==> config.mk <==
export PLATFORM = sky130hd
export DESIGN_NAME = carry_chain_seq
export DESIGN_NICKNAME = d
export VERILOG_FILES = /design/src/rtl/carry_chain_seq.sv
export SDC_FILE = /design/constraint.sdc
export NUM_CORES = 1
export LEC_CHECK = 0
export BUFFER_PORTS_ARGS = -buffer_cell sky130_fd_sc_hd__buf_2
export CAP_MARGIN = 15
export CORE_MARGIN = 2
export CORE_UTILIZATION = 47
export DETAILED_ROUTE_END_ITERATION = 10
export PLACE_DENSITY_LB_ADDON = 0.12
export SYNTH_ARGS = -nofsm -noshare
export SYNTH_HDL_FRONTEND = slang
export SYNTH_SLANG_ARGS = --single-unit
==> constraint.sdc <==
create_clock -name clk -period 3.65 [get_ports clk]
set_input_delay 0.73 -clock clk [delete_from_list [all_inputs] [get_ports clk]]
set_output_delay 0.73 -clock clk [all_outputs]
set_load 0.02 [all_outputs]
==> src/rtl/carry_chain_seq.sv <==
// carry_chain_seq: multi-slice ripple adder sequencer with carry chaining across slices; optional sticky err port via CCS_ERR_EN
module full_adder (
  input  logic a,
  input  logic b,
  input  logic ci,
  output logic s,
  output logic co
);
  assign s  = a ^ b ^ ci;
  assign co = (a & b) | (ci & (a ^ b));
endmodule

module carry_chain_seq #(
  parameter int d = 4
) (
  input  logic         clk,
  input  logic         rst,
  input  logic         in_valid,
  output logic         in_ready,
  input  logic [d-1:0] a,
  input  logic [d-1:0] b,
  input  logic         cin,
  input  logic         first,
  input  logic         last,
  output logic         out_valid,
  input  logic         out_ready,
  output logic [d-1:0] sum,
  output logic         cout,
  output logic         out_last,
  output logic [7:0]   out_beat
`ifdef CCS_ERR_EN
  ,
  output logic         err
`endif
);
  typedef enum logic {IDLE, BUSY} state_t;
  state_t state;
  logic creg;
  logic [d:0] c;
  logic [d-1:0] s;
  logic accept, xfer, fresh;
  logic [7:0] beat_nxt;
  assign in_ready = !rst & (!out_valid | out_ready);
  assign accept   = in_valid & in_ready;
  assign xfer     = out_valid & out_ready;
  assign fresh    = (state == IDLE) | first;
  assign c[0]     = fresh ? cin : creg;
  assign beat_nxt = fresh ? 8'd0 : (out_beat == 8'd255 ? 8'd255 : out_beat + 8'd1);
  for (genvar i = 0; i < d; i++) begin : g_fa
    full_adder u_fa (.a(a[i]), .b(b[i]), .ci(c[i]), .s(s[i]), .co(c[i+1]));
  end
  // sequencer state, carry register and registered result slice
  always_ff @(posedge clk or posedge rst) begin
    if (rst) begin
      state     <= IDLE;
      creg      <= 1'b0;
      out_valid <= 1'b0;
      sum       <= '0;
      cout      <= 1'b0;
      out_last  <= 1'b0;
      out_beat  <= 8'd0;
    end else if (accept) begin
      state     <= last ? IDLE : BUSY;
      creg      <= c[d];
      out_valid <= 1'b1;
      sum       <= s;
      cout      <= c[d];
      out_last  <= last;
      out_beat  <= beat_nxt;
    end else if (xfer) begin
      out_valid <= 1'b0;
    end
  end
`ifdef CCS_ERR_EN
  // sticky flag for a first marker that contradicts the open/closed operation state
  always_ff @(posedge clk or posedge rst) begin
    if (rst) err <= 1'b0;
    else if (accept && ((state == IDLE) != first)) err <= 1'b1;
  end
`endif
endmodule

======== Yosys cells after proc, flatten, opt, wreduce, memory -nomap -nowiden ========
Index checks and enable logic that the tools add are counted.
word-level totals
  register bits ........................... 16
  bits in latches ......................... 0
  memory bits (writable) .................. 0
  ROM bits ................................ 0
  output and inout port bits .............. 16
  logic and storage cells ................. 43
  memories ................................ 0
operators by class
  $add $sub $neg .......................... 1
  $mul .................................... 0
  div/mod/pow operators ................... 0
  magnitude comparators ................... 0
  eq/ne operators ......................... 1
  shift-type cells ........................ 0
  muxes and demuxes ....................... 6
  bitwise logic cells ..................... 26
  reductions and logical operators ........ 3
operators with widths
  kind                                                           number
  8-bit two-way mux                                              2
  1-bit AND                                                      11
  8-bit by 1-bit adder with 8-bit output, second input constant  1
  8-bit == test, second input constant                           1
  1-bit XOR                                                      8
  1-bit OR                                                       6
  1-bit two-way mux                                              4
  1-bit zero test                                                2
  2-bit nonzero test                                             1
  1-bit inverter                                                 1

======== Depth between registers and ports, before layout ========
  depth after elaboration ................. 11
  depth in mapped cells ................... 9
  depth with buffers taken out ............ 8

======== Hierarchy ========
A second synthesis with hierarchy kept.
unflattened totals
  cells, all modules ...................... 91
  area total of the unflattened synthesis .. 853.3 µm²
modules (own cells, without submodules)
  module           instances  cells each  area an instance (µm²)  seq. area each (µm²)
  carry_chain_seq  1          87          773.2                   400.4
  full_adder       4          1           20.0                    0.0

======== Worst setup path after synthesis ========
Ideal clock, no wire load.
  kind .................................... input to register
  from .................................... in first
  to ...................................... reg sum[3]
  arrival time ............................ 3.009 ns
  slack ................................... 0.558 ns
  stages on the path ...................... 9
  path buffers ............................ 1
  path through ............................ nor2b_1 > buf_2 > mux2_2 > fa_1 > fa_1 > fa_1 > inv_1 > fa_1 > o21ai_0
between the ends
  cells in the longest elaborated chain, start to end .. 9
ends and longest elaborated chain
  what                  RTL line  text
  start, declared       23        input logic first,
  1-bit OR              46        assign fresh = (state == IDLE) | first;
  1-bit two-way mux     47        assign c[0] = fresh ? cin : creg;
  1-bit AND             10        assign co = (a & b) | (ci & (a ^ b));
  1-bit OR              10
  1-bit AND             10
  1-bit OR              10
  1-bit AND             10
  1-bit OR              10
  1-bit XOR             9         assign s = a ^ b ^ ci;
  end signal, assigned  66        sum <= s;
  end, declared         27        output logic [d-1:0] sum,
Every way passes these cells.
A chain may end at the register's enable or synchronous reset.

======== Final worst setup path ========
Same ends and word-level chain as after synthesis.

==> impl_metrics.py <==
metrics = {
    "run_status": {
        "status": "finished clean",
    },
    "logic_synthesis": {
        "yosysUniqueCellTypes": 24,
        "synth_edf_count": 0,
        "synthesis.nets": 111,
        "synth_ff_type": "dfrtp_1",
        "syn_area_um2": 866,
        "synthArstFlopShare": 1.00,
        "ys_warn_count": 0,
        "synthTopCellsByArea": "dfrtp_1 (46%), nand2_1 (9.5%), fa_1 (9.2%), a21oi_1 (4.6%), o21ai_0 (4.0%)",
        "yosysTopAreaCellShare": 0.462,
        "syn_inst": 91,
        "synth_top_area_cell": "dfrtp_1",
        "ys_top_cells_by_count": "nand2_1 (22), dfrtp_1 (16), a21oi_1 (8)",
        "ys_seq_elements": 16,
        "yosys.cell_count.top_type": "nand2_1",
        "ys_seq_area_frac": 0.462,
        "syn_area_per_cell_um2": 9.51,
    },
    "power": {
        "p_comb_frac": 0.259,
        "netSwitchingPower_uw": 139,
        "leakage_uw": 0.000553,
        "p_int_uw": 305,
        "switching_share": 0.314,
        "peakVddDrop_uv": 208,
        "clockPowerShare": 0.260,
        "p_per_area_nw_per_um2": 411,
        "seqPwrFrac": 0.481,
    },
    "job": {
        "drv_cap": 0,
    },
    "sta": {
        "finalClockSkew_ns": 0.00326,
        "slew_headroom": 0.647,
        "rsz0062_at_grt": "no",
        "slew_violations": 0,
        "final.period_utilization": 0.797,
        "fmax_mhz": 344,
        "tns_ns": 0,
        "setup_viol": 0,
        "worstMarginPinSlew_ns": 0.529,
        "hold_violations": 0,
        "fin_crit_ns": 2.91,
    },
    "worst_setup_path": {
        "cp.buffers_inverters": 2,
        "rr_endpoint": "sum[3]",
        "critPathRequiredTime_ns": 3.85,
        "cp.depth": 9,
        "slowest_delay_ns": 0.41,
        "path_class": "input port to flip-flop",
        "worst_r2r_path_depth": 8,
        "critical-path-top-delay-family": "adder cells",
        "arrival_ns": 3.11,
        "startpoint": "first",
        "r2r_setup_slack_ns": 0.91,
        "cpMostUsedCell": "fa_1",
        "cp_max_fo": 2,
        "crit_chain": "buf_2, nor2b_1, mux2_2, fa_1, fa_1, fa_1, inv_1, fa_1, o21ai_0",
        "rr_startpoint": "state",
        "cp-start-kind": "input port",
        "cp-end-kind": "flip-flop",
        "crit_end": "sum[3]",
        "slowest_stage": "fa_1",
    },
    "finish": {
        "final_core_util": 0.625,
        "drive_gt1_frac": 0.333,
        "final_area_um2": 1080,
        "seq_area_um2": 400,
        "n_antenna_cell": 0,
        "nets": 144,
        "fill_cells": 181,
        "area_delta_synth_final_pct": 24.6,
        "multiInputGateArea_um2": 423,
    },
    "clocking": {
        "post_cts_resized": 0,
        "cts_tree": "done",
        "path_clk_slew_ns": 0.09,
        "cts_sinks": 16,
        "clk_latency_ns": 0.28,
        "cts_inserted_buffers": 3,
        "htree_levels": 1,
        "cts_setup_buffers": 0,
        "clockBufferDepth": 2,
        "cts_root_buffer": "clkbuf_4",
        "postCtsHoldBufs": 0,
    },
    "drt": {
        "final_antenna_net_count": 0,
        "num_vias": 751,
        "drtPass1Iterations": 4,
        "first_iter_violations": 9,
        "viasPerCell": 5.07,
        "remaining_drc_errors": 0,
        "routed_wl_mm": 1.73,
        "route.detailed.wl_per_inst_um": 11.7,
    },
    "grt": {
        "grt_pass1_vias": 701,
        "grt.overflow.total": 0,
        "grt_max_degree": 18,
        "antenna_found_initial": 0,
        "grt_pass1_wl_mm": 2.77,
        "grt_usage": 0.180,
    },
    "floorplanning": {
        "core-area_um2": 1730,
        "num_rows": 15,
        "die-width_um": 46.9,
        "dieArea_um2": 2200,
        "initial_core_util": 0.501,
        "die_y_um": 46.9,
        "io_pins": 31,
    },
    "placement": {
        "routabilityCongestion": 0.764,
        "io_buffers": 30,
        "dp_hpwl_mm": 1.34,
        "placed_area_um2": 1040,
    },
    "min_path": {
        "min_path_type": "input port to async pin",
    },
}
-- tightest hold or removal path: stages --
cell and delay [ns]:
buf_2 0.10, inv_1 0.04, buf_4 0.23
-- cell families after synthesis --
| logic type | after synthesis | synth area share |
|---|---|---|
| AO/OA/AOI/OAI | 22 | 0.152 |
| adder cells (fa/ha/maj) | 5 | 0.107 |
| buffers and inverters | 10 | 0.0491 |
| flip-flops | 16 | 0.462 |
| multiplexers | 1 | 0.0130 |
| AND/OR/NAND/NOR | 37 | 0.217 |
-- layout by cell type, fill, tap and decap left out, types with 2 or more instances in the layout --
cell type / n
and2_1: 2
buf_2: 30
inv_1: 6
o31ai_1: 3
clkbuf_4: 3
o21ai_0: 7
dfrtp_1: 16
a21oi_1: 8
buf_4: 2
nand2_1: 22
nor2_1: 4
fa_1: 4
nor2b_1: 3
-- flip-flops by register name, indices dropped and copies added, names as in the netlist --
signal     count
out_beat       8
sum            4
creg           1
out_last       1
out_valid      1
state          1
-- final cells by class --
cell class | instances | share of cell area
clock buffers | 4 | 0.0336
inverters | 6 | 0.0209
multi-input cells | 65 | 0.392
flip-flops and latches | 16 | 0.371
well taps | 25 | 0.0290
repair buffers | 32 | 0.153
-- power by group through the flow --
stage                     Clock (µW)  Combinational [µW]  Sequential, µW
after global routing             130                 129             216
after global placement             0                 114             216
after CTS                        121                 118             213
after floorplan                    0                49.8             241
final                            115                 115             213
after detailed placement           0                 117             217
-- per-layer routing --
metal / global-route usage / share of wire / up-vias
met5: 0 / 0 / -
met4: 0.0778 / 0.019 / 0
met3: 0.0538 / 0.044 / 6
met2: 0.307 / 0.51 / 23
met1: 0.208 / 0.43 / 351
li1: - / - / 371
-- worst min path at each step --
stage,end,cells past startpoint,startpoint,slack (ns)
6_report,sum[2],3,rst,0.45
5_1_grt,out_beat[2],3,rst,0.46
4_1_cts,state,3,rst,0.45
3_5_place_dp,out_last,2,out_last,0.46
3_3_place_gp,sum[2],2,sum[2],0.46
2_1_floorplan,state,1,state,0.46
-- per-stage QoR --
stage | std cells | hold WS (ns) | setup WS (ns) | total power (µW)
detailed placement | 144 | 0.457 | 0.397 | 334
CTS | 148 | 0.449 | 0.729 | 452
floorplan | 91 | 0.456 | 0.558 | 291
finish | 148 | 0.450 | 0.739 | 444
global route | 148 | 0.464 | 0.658 | 474
global placement | 144 | 0.456 | 0.478 | 330
No activity file was read; power rests on OpenSTA's default activity.
